`config.mk`:
```
export PLATFORM = sky130hd
export DESIGN_NAME = uart_rx_core
export DESIGN_NICKNAME = d
export VERILOG_FILES = /design/src/rtl/uart_pkg.sv /design/src/rtl/sync_2ff.sv /design/src/rtl/uart_rx_core.sv
export SDC_FILE = /design/constraint.sdc
export NUM_CORES = 1
export LEC_CHECK = 0
export BUFFER_PORTS_ARGS = -buffer_cell sky130_fd_sc_hd__buf_2
export CAP_MARGIN = 10
export CORE_ASPECT_RATIO = 0.5
export CORE_UTILIZATION = 52
export DETAILED_ROUTE_END_ITERATION = 7
export GPL_ROUTABILITY_DRIVEN = 0
export PLACE_DENSITY = 0.67
export SYNTH_ARGS = -nofsm -noshare
export SYNTH_HDL_FRONTEND = slang
export SYNTH_SLANG_ARGS = --single-unit
```
`constraint.sdc`:
```
create_clock -name clk_in -period 3.02 [get_ports clk_in]
set_input_delay 0 -clock clk_in [delete_from_list [all_inputs] [get_ports clk_in]]
set_output_delay 0 -clock clk_in [all_outputs]
set_load 0.02 [all_outputs]
```
`src/rtl/uart_pkg.sv`:
```
// Shared UART definitions: receiver FSM states and default frame geometry,
// reused by the companion transmitter.
package uart_pkg;

    localparam int UART_OVERSAMPLING = 8;
    localparam int UART_DATA_BITS    = 8;

    typedef enum logic [1:0] {
        IDLE  = 2'd0,
        START = 2'd1,
        DATA  = 2'd2,
        STOP  = 2'd3
    } uart_rx_state_t;

endpackage : uart_pkg

```
`src/rtl/sync_2ff.sv`:
```
// Two-flop synchroniser for a single asynchronous input, with a
// configurable reset level so an idle-high line does not glitch at reset.
module sync_2ff #(
    parameter logic RESET_VAL = 1'b1
) (
    input  logic clk_in,
    input  logic nrst_in,
    input  logic d_in,
    output logic q_out
);

    logic meta_q;
    logic sync_q;

    always_ff @(posedge clk_in or negedge nrst_in) begin
        if (!nrst_in) begin
            meta_q <= RESET_VAL;
            sync_q <= RESET_VAL;
        end else begin
            meta_q <= d_in;
            sync_q <= meta_q;
        end
    end

    assign q_out = sync_q;

endmodule : sync_2ff

```
`src/rtl/uart_rx_core.sv`:
```
// Oversampling UART receiver: finds the start edge, samples each bit at its
// centre and publishes the word with a one-cycle ready pulse on a good stop bit.
module uart_rx_core
    import uart_pkg::*;
#(
    parameter int OVERSAMPLING = UART_OVERSAMPLING,  // even, >= 4
    parameter int DATA_BITS    = UART_DATA_BITS
) (
    input  logic                 clk_in,
    input  logic                 nrst_in,
    input  logic                 rx_serial_in,
    output logic                 data_rdy_out,
    output logic [DATA_BITS-1:0] rx_data_out
);

    localparam int CNT_W = $clog2(OVERSAMPLING);
    localparam int IDX_W = $clog2(DATA_BITS + 1);

    localparam logic [CNT_W-1:0] HALF_LAST = CNT_W'(OVERSAMPLING / 2 - 1);
    localparam logic [CNT_W-1:0] FULL_LAST = CNT_W'(OVERSAMPLING - 1);
    localparam logic [IDX_W-1:0] LAST_IDX  = IDX_W'(DATA_BITS - 1);

    logic rxs;

    uart_rx_state_t        state_q, state_d;
    logic                  rxs_prev_q, rxs_prev_d;
    logic [CNT_W-1:0]      cnt_q, cnt_d;
    logic [IDX_W-1:0]      bit_idx_q, bit_idx_d;
    logic [DATA_BITS-1:0]  shift_q, shift_d;
    logic [DATA_BITS-1:0]  data_q, data_d;
    logic                  rdy_q, rdy_d;

    sync_2ff #(
        .RESET_VAL (1'b1)
    ) u_sync (
        .clk_in  (clk_in),
        .nrst_in (nrst_in),
        .d_in    (rx_serial_in),
        .q_out   (rxs)
    );

    always_ff @(posedge clk_in or negedge nrst_in) begin
        if (!nrst_in) begin
            state_q    <= IDLE;
            rxs_prev_q <= 1'b1;
            cnt_q      <= '0;
            bit_idx_q  <= '0;
            shift_q    <= '0;
            data_q     <= '0;
            rdy_q      <= 1'b0;
        end else begin
            state_q    <= state_d;
            rxs_prev_q <= rxs_prev_d;
            cnt_q      <= cnt_d;
            bit_idx_q  <= bit_idx_d;
            shift_q    <= shift_d;
            data_q     <= data_d;
            rdy_q      <= rdy_d;
        end
    end

    always_comb begin
        state_d    = state_q;
        rxs_prev_d = rxs;
        cnt_d      = cnt_q;
        bit_idx_d  = bit_idx_q;
        shift_d    = shift_q;
        data_d     = data_q;
        rdy_d      = 1'b0;

        case (state_q)
            IDLE: begin
                // Only a real 1->0 transition starts a frame, so a line stuck
                // low after a framing error stays ignored.
                if (rxs_prev_q && !rxs) begin
                    cnt_d   = '0;
                    state_d = START;
                end
            end

            START: begin
                if (cnt_q == HALF_LAST) begin
                    if (!rxs) begin
                        cnt_d     = '0;
                        bit_idx_d = '0;
                        state_d   = DATA;
                    end else begin
                        state_d = IDLE;
                    end
                end else begin
                    cnt_d = cnt_q + 1'b1;
                end
            end

            DATA: begin
                if (cnt_q == FULL_LAST) begin
                    cnt_d = '0;
                    for (int i = 0; i < DATA_BITS; i++) begin
                        if (bit_idx_q == IDX_W'(i)) begin
                            shift_d[i] = rxs;
                        end
                    end
                    bit_idx_d = bit_idx_q + 1'b1;
                    if (bit_idx_q == LAST_IDX) begin
                        state_d = STOP;
                    end
                end else begin
                    cnt_d = cnt_q + 1'b1;
                end
            end

            STOP: begin
                if (cnt_q == FULL_LAST) begin
                    cnt_d   = '0;
                    state_d = IDLE;
                    // A low stop bit is a framing error: the word is dropped.
                    if (rxs) begin
                        data_d = shift_q;
                        rdy_d  = 1'b1;
                    end
                end else begin
                    cnt_d = cnt_q + 1'b1;
                end
            end

            default: begin
                state_d = IDLE;
            end
        endcase
    end

    assign data_rdy_out = rdy_q;
    assign rx_data_out  = data_q;

endmodule : uart_rx_core

```
## After elaboration in Yosys (flattened, before gate mapping)

Cells that the tools add are included.

| storage, ports and cells | value |
|---|---|
| bits in registers | 29 |
| output and inout port bits | 9 |
| word-level logic and storage cells | 74 |
| bits of input ports | 3 |

| cells by class | value |
|---|---|
| mux-type cells | 19 |
| add/sub/neg operators | 2 |
| reductions and logical operators | 18 |
| equality and inequality tests | 19 |

Operators by type and width:

| kind | number |
|---|---|
| 3-bit AND reduction | 9 |
| 4-bit by 3-bit == test with 1-bit output, second input constant | 4 |
| 2-bit two-way mux | 6 |
| 3-bit two-way mux | 4 |
| 4-bit two-way mux | 3 |
| 2-bit inequality test, second input constant | 6 |
| 3-bit one-hot mux with 3 select lines | 1 |
| 4-bit by 2-bit == test with 1-bit output, second input constant | 2 |
| 2-bit one-hot mux with 4 select lines | 1 |
| 4-bit one-hot mux with 2 select lines | 1 |
| 5-bit AND reduction | 1 |
| 4-bit by 1-bit adder with 4-bit output, second input constant | 1 |
| 2-bit == test, second input constant | 2 |
| 4-bit by 1-bit == test with 1-bit output, second input constant | 1 |
| 4-bit logical NOT | 1 |
| 4-bit AND reduction | 1 |
| 3-bit by 1-bit adder with 3-bit output, second input constant | 1 |
| 3-bit by 2-bit == test with 1-bit output, second input constant | 1 |
| 3-bit == test, second input constant | 1 |
| 1-bit two-way mux | 3 |
| 3-bit inequality test, second input constant | 1 |
| 2-bit by 1-bit == test with 1-bit output, second input constant | 1 |
| 2-bit logical NOT | 1 |
| 2-bit AND reduction | 1 |
| 4 further kinds | 4 |

## Longest topological paths before layout

Gate-level depths: netlist of run 1.

| logic depth | value |
|---|---|
| word-level depth | 4 |
| gate-level depth with buffers | 6 |
| gate-level depth less buffers | 6 |

## Modules after synthesis

A second synthesis of run 1 with hierarchy kept.

| second synthesis, totals | value |
|---|---|
| cells, all modules | 106 |
| area, all modules | 1,368.8 µm² |

Modules (own cells, without submodules):

| module | cells an instance | area each (µm²) | sequential area each (µm²) | times used |
|---|---|---|---|---|
| uart_rx_core | 104 | 1,316.3 | 676.9 | 1 |
| sync_2ff | 2 | 52.6 | 52.6 | 1 |

## Worst setup path before layout of run 1

Ideal clock, no wire load.

| path | value |
|---|---|
| path kind | reg-to-reg |
| start | reg cnt_q[0] |
| end | reg shift_q[4] |
| cell stages (with the launch flop) | 7 |
| data required time | 2.895 ns |
| arrival time | 1.574 ns |
| clock period less this slack | 1.699 ns |
| path buffers | 1 |
| slack | 1.321 ns |
| library setup time | 0.125 ns |
| cells stage by stage | dfrtp_1 > ha_1 > ha_1 > and3b_1 > buf_6 > nand3_1 > mux2_4 |

| between the ends | value |
|---|---|
| word-level cells in the longest chain between the ends | 2 |

RTL lines:

| what | RTL line | RTL |
|---|---|---|
| start: declaration | uart_rx_core.sv:27 | `logic [CNT_W-1:0] cnt_q, cnt_d;` |
| start signal: assignment | uart_rx_core.sv:54 | `cnt_q <= cnt_d;` |
| 3-bit == test | uart_rx_core.sv:96 | `if (cnt_q == FULL_LAST) begin` |
| 3-bit AND reduction (no source line) | -- |  |
| end signal: assignment | uart_rx_core.sv:56 | `shift_q <= shift_d;` |
| end: declaration | uart_rx_core.sv:29 | `logic [DATA_BITS-1:0] shift_q, shift_d;` |

Every way passes these cells.
A chain may end at the register's enable or synchronous reset.

## Worst setup path after layout of run 1

| path | value |
|---|---|
| start | reg cnt_q[0] |
| end | reg shift_q[0] |

Same word-level chain as after synthesis.

==> results of run 1 <==
[cells in the final DEF (no fill, tap or decap), drive strengths merged]
| cell type | count |
|---|---|
| nand3 | 7 |
| nand3b | 1 |
| ha | 8 |
| clkbuf | 5 |
| mux2 | 19 |
| dfrtp | 26 |
| dfstp | 3 |
| and2b | 1 |
| xor2 | 1 |
| o21ai | 2 |
| buf | 11 |
| nand4b | 1 |
| a21oi | 1 |
| nand2 | 4 |
| a32oi | 1 |
| mux2i | 2 |
| and3b | 1 |
| a221oi | 1 |
| clkinvlp | 1 |
| and4bb | 1 |
| clkinv | 2 |
| nand4bb | 1 |
| nand4 | 3 |
| a22o | 1 |
| nor2b | 1 |
| o22ai | 1 |
| inv | 8 |
| nor2 | 5 |
| dlygate4sd3 | 2 |
| nand2b | 1 |
| a31oi | 1 |
[logic make-up (layout without fill, tap and decap cells)]
family                   Yosys count  count (layout)  synth area share, %
flip-flops                        29              29                52.66
AND/OR/NAND/NOR                   27              27                12.47
multiplexers                      21              21                18.52
buffers and inverters             12              29                4.065
adder cells (fa/ha/maj)            8               8                7.227
AO/OA/AOI/OAI                      8               8                4.427
XOR/XNOR                           1               1               0.6325
[through the flow]
step           total power, mW  util [%]  worst slack [ns]
2_1_floorplan           0.6683         -             1.321
3_3_place_gp            0.6964     61.84             1.199
3_5_place_dp            0.7191     61.84             1.105
4_1_cts                  1.039     66.35             1.095
5_1_grt                  1.100     66.35            0.9584
6_report                 1.031     66.35             1.078
[state kept, by name, indices dropped and copies added, names as in the netlist, named ones only]
| register | flops |
|---|---|
| bit_idx_q | 4 |
| u_sync.q_out | 1 |
| rx_data_out | 8 |
| u_sync.meta_q | 1 |
| shift_q | 8 |
| rxs_prev_q | 1 |
| state_q | 1 |
| cnt_q | 3 |
| data_rdy_out | 1 |
[path summary, 6_finish.rpt]
check,endpoint,start
setup / recovery,shift_q[0],cnt_q[0]
hold / removal,shift_q[6],nrst_in
setup reg to reg,shift_q[0],cnt_q[0]
hold reg to reg,u_sync.q_out,u_sync.meta_q
max in group asynchronous,state_q[0],nrst_in
min in group clk_in,u_sync.q_out,u_sync.meta_q
[metal layers]
| layer | vias up | GRT usage (%) | share of wire [%] |
|---|---|---|---|
| met3 | 5 | 8.684 | 4.5 |
| met4 | 0 | 8.019 | 1.1 |
| met5 | - | 0 | 0 |
| met1 | 413 | 23.92 | 48 |
| met2 | 13 | 32.66 | 46 |
| li1 | 400 | - | - |
[critical path: stages, from the launching register on]
cell,delay [ns]
dfrtp_1,0.38
ha_1,0.21
ha_1,0.31
and3b_1,0.44
nand3_1,0.17
mux2_4,0.33
[report_power, final]
| group | switching [mW] | internal [mW] | leakage, nW |
|---|---|---|---|
| Combinational | 0.102 | 0.106 | 0.372 |
| Clock | 0.153 | 0.159 | 0.0439 |
| Sequential | 0.0767 | 0.435 | 0.386 |
| Total | 0.332 | 0.699 | 0.802 |
[area by class of cell]
cell class	count	area share (%)
Sequential cell	29	46.64
Clock buffer	5	4.400
Multi-Input combinational cell	65	38.32
Clock inverter	3	1.120
Tap cell	35	2.800
Timing Repair Buffer	13	4.800
Inverter	8	1.920
==> run_results.csv, run 1 <==
group,metric,value,unit
placed_design,dp_hpwl,1503,microns
clock_tree,cts_root_buf,"clkbuf_8",
clock_tree,htreeDepth,2,
timing,fin_skew,0.009456,ns
synth,synth_seq_cells,29,
synth,synth_top_cells_by_count,"26 x dfrtp_1, 13 x mux2_2, 8 x ha_1, 8 x inv_1, 6 x mux2_4",
timing,post-route-period-util,64.30,%
grt,grt_pass1_vias,852,
synth,synth_top_area_share,46.97,%
timing,relSlewSlack,59.58,%
floorplanning,io_pins,12,
worst_hold_path,hold_path_class,"input pin to asynchronous set/reset pin",
layout,diodes,0,
layout,multi_input_area,599.3,sq um
critical_path,start_kind,"flip-flop",
floorplanning,die_h,38.50,microns
critical_path,r2r_cells,5,
placed_design,post_dp_cell_area,1458,sq um
floorplanning,die_area,2887,sq um
layout,nets,133,
placed_design,portBuffers,11,
timing,drv_slew,0,
synth,syn_nets,117,
routing,first_iter_violations,43,
floorplanning,core_area,2357,sq um
routing,ant_nets,0,
timing,rsz0062_at_grt,"no",
synth,yosysTopAreaCell,"dfrtp_1",
routing,viasPerCell,5.259,
grt,grt_pass1_wl,3912,microns
power_and_ir_drop,p_leak,0.8016,nW
routing,first_pass_iters,4,
job,maxCapViolCount,0,
floorplanning,die_w,74.99,microns
layout,instances_no_fill,158,
critical_path,rrSetupSlack,1.08,ns
layout,seqCellArea,729.5,sq um
critical_path,arrival,2.12,ns
timing,setup_viol,0,
synth,seq_area_frac_synth,52.66,%
synth,synth_warnings,0,
routing,wl_per_cell,14.13,microns
grt,grt_max_degree,30,
synth,synth_most_common_cell,"dfrtp_1",
synth,synth_edf_count,0,
critical_path,required,3.19,ns
floorplanning,start_util,58.76,%
clock_tree,clk_latency,0.29,ns
timing,worstMarginPinSlew,0.6064,ns
floorplanning,rows,12,
synth,netlist_area,1385,sq um
synth,synthDistinctLibCells,31,
run_status,status,"finished clean",
grt,antenna_found_initial,0,
synth,syn_avg_cell_area,13.07,sq um
routing,finalWirelength,2233,microns
layout,nFillCells,180,
synth,synth_top_flop_cell,"dfrtp_1",
clock_tree,cts_resized,0,
synth,synth_area_leaders,"dfrtp_1 47%, mux2_2 11%, ha_1 7.2%",
timing,hold_violations,0,
clock_tree,ctsLongestPathBuffers,2,
layout,fin_area,1564,sq um
synth,syn_inst,106,
clock_tree,ctsHoldBuffers,2,
critical_path,critPathKind,"flip-flop to flip-flop",
placed_design,placed_cells,148,
layout,drive_gt1_share,37.40,%
layout,area_growth_syn_to_layout,12.92,%
critical_path,endpoint_kind,"flip-flop",
routing,drc,0,
clock_tree,cts_buffers,5,
timing,max_freq,515.0,MHz
clock_tree,cts_setup_buffers,0,
critical_path,cp_max_fo,11,
timing,whs,0.2593,ns
clock_tree,cts_sinks,29,
timing,finalSetupTns,0,ns
clock_tree,path_clk_slew,0.07,ns
synth,async_flop_share,100.0,%
power_and_ir_drop,p_per_area,659.4,nW/um^2
timing,fin_crit,1.942,ns
grt,grt-ovfl-total,0,
clock_tree,tritoncts,"yes",
power_and_ir_drop,ir_drop,0.0004273,V
grt,track_usage,20.14,%
routing,vias,831,
(Power assumes the default switching activity.)
==> run 2, diff against run 1 <==
ABC_AREA = 1   (was unset)
clock period = 1.8 ns   (was 3.02 ns; I/O delays follow)
==> run_results.csv, run 2 <==
group,metric,value,unit
grt,antenna_found_initial,0,
clock_tree,path_clk_slew,0.07,ns
floorplanning,start_util,58.60,%
critical_path,start_kind,"flip-flop",
critical_path,path_depth,7,
timing,hold_violations,0,
worst_hold_path,hold_path_class,"input pin to asynchronous set/reset pin",
critical_path,endpoint_kind,"flip-flop",
critical_path,arrival,1.81,ns
timing,fin_ws,0.1482,ns
routing,finalWirelength,2766,microns
synth,yosysTopAreaCell,"dfrtp_1",
critical_path,cp_max_fo,7,
clock_tree,cts_buffers,5,
timing,setup_viol,0,
power_and_ir_drop,p_per_area,1180,nW/um^2
routing,vias,1081,
clock_tree,cts_resized,0,
floorplanning,rows,12,
timing,finalSetupTns,0,ns
layout,drive_gt1_share,19.44,%
power_and_ir_drop,p_leak,0.8163,nW
timing,post-route-period-util,91.76,%
critical_path,worstPathBufferInverterCount,1,
routing,viasPerCell,5.028,
grt,grt_max_degree,30,
synth,synth_most_common_cell,"nand2_1",
timing,worstMarginPinSlew,0.6376,ns
synth,synth_area_leaders,"dfrtp_1 47%, nand2_1 14%, ha_1 7.2%",
critical_path,crit_chain,"ha_1, ha_1, inv_1, nor2_4, nand3_1, nand2_1, o21ai_1",
run_status,status,"finished clean",
placed_design,dp_hpwl,1985,microns
synth,syn_avg_cell_area,8.688,sq um
synth,netlist_area,1390,sq um
layout,final_cell_mix,"50 x nand2_1, 26 x dfrtp_1, 16 x nand3_1",
synth,synthDistinctLibCells,20,
grt,grt-ovfl-total,0,
critical_path,critPathTopFamily,"adder cells",
critical_path,r2r_cells,7,
critical_path,required,1.96,ns
critical_path,crit_top_cell,"ha_1",
clock_tree,cts_root_buf,"clkbuf_8",
synth,synth_edf_count,0,
timing,relSlewSlack,57.49,%
clock_tree,ctsHoldBuffers,2,
synth,seq_area_frac_synth,52.48,%
synth,synth_top_cells_by_count,"50 x nand2_1, 26 x dfrtp_1, 16 x nand3_1",
synth,synth_seq_cells,29,
job,maxCapViolCount,0,
timing,fin_crit,1.652,ns
synth,syn_nets,171,
clock_tree,cts_setup_buffers,0,
clock_tree,cts_sinks,29,
routing,first_iter_violations,32,
timing,max_freq,605.4,MHz
clock_tree,htreeDepth,2,
placed_design,portBuffers,11,
floorplanning,io_pins,12,
critical_path,critPathSlowestCell,"dfrtp_1",
timing,rsz0062_at_grt,"no",
routing,drc,0,
floorplanning,die_h,38.56,microns
synth,async_flop_share,100.0,%
power_and_ir_drop,ir_drop,0.0006218,V
timing,fin_skew,0.008019,ns
floorplanning,die_area,2897,sq um
power_and_ir_drop,fin_total_pwr,1.878,mW
synth,synth_warnings,0,
timing,drv_slew,0,
routing,first_pass_iters,5,
routing,ant_nets,0,
clock_tree,tritoncts,"yes",
layout,area_growth_syn_to_layout,14.49,%
clock_tree,ctsLongestPathBuffers,2,
layout,layout_commonest_cell,"nand2_1",
critical_path,slowest_delay,0.40,ns
layout,diodes,0,
placed_design,post-place-ws,0.1729,ns
floorplanning,core_area,2372,sq um
grt,grt_pass1_vias,1019,
grt,grt_pass1_wl,4685,microns
layout,nets,190,
critical_path,critPathKind,"flip-flop to flip-flop",
grt,track_usage,23.88,%
clock_tree,clk_latency,0.28,ns
routing,wl_per_cell,12.87,microns
floorplanning,die_w,75.12,microns
synth,synth_top_area_share,46.80,%
synth,synth_top_flop_cell,"dfrtp_1",
synth,syn_inst,160,
-- run 2: cell count changes after synthesis, moves of 6 or more --
| cell | change |
|---|---|
| nand2_1 | +46 |
| mux2_2 | -13 |
| nand3_1 | +11 |
| o21ai_0 | +9 |
| o21ai_1 | +8 |
| mux2_4 | -6 |
-- run 2: path summary, 6_finish.rpt --
check                      slack (ns)            to           from
setup / recovery                 0.15    shift_q[1]       cnt_q[0]
hold / removal                   0.28      cnt_q[2]        nrst_in
setup reg to reg                 0.15    shift_q[1]       cnt_q[0]
hold reg to reg                  0.36  u_sync.q_out  u_sync.meta_q
max in group asynchronous        1.10    shift_q[4]        nrst_in
min in group clk_in              0.36  u_sync.q_out  u_sync.meta_q
-- run 2: worst register-to-register path, stage by stage (launching register included) --
cell and delay (ns):
dfrtp_1 0.40, ha_1 0.22, ha_1 0.29, inv_1 0.13, nor2_4 0.22, nand3_1 0.15
nand2_1 0.08, o21ai_1 0.05
-- run 2: metal layers --
layer,GRT usage (%),vias to the layer above,part of all wire [%]
li1,-,551,-
met5,0,-,0
met4,5.660,0,0.69
met2,38.29,12,44
met3,7.895,5,3.2
met1,31.69,513,52
-- run 2: final cells by class --
cell class              instances  area, sq um
fillers                       203        780.7
flip-flops and latches         29        729.5
multi-input cells             114        596.8
repair buffers                 13        75.07
clock buffers                   5        68.82
inverters                      16        60.06
well taps                      35        43.79
clock inverters                 3        17.52
-- run 2: report_power, final --
part           total (mW)  switching [mW]  internal, mW
Combinational       0.534           0.353         0.181
Sequential          0.819          0.0895         0.730
Clock               0.524           0.258         0.266
-- run 2: through the flow --
step	hold slack (ns)	instance area, sq um	util (%)	instances
after detailed placement	0.05739	1485	62.61	205
after floorplan	-0.2956	1390	-	160
after global placement	0.06055	1485	62.61	205
final	0.2778	1592	67.09	215
after CTS	0.3092	1592	67.09	215
after global routing	0.3610	1592	67.09	215
-- run 2: cell families (layout without fill, tap and decap cells) --
group,Yosys count,count (layout),synth area share [%]
compound gates,24,24,9.451
xor+xnor,2,2,1.260
fa+ha+maj,8,8,7.201
buf+inv,17,37,4.590
flops,29,29,52.48
simple gates,80,80,25.02
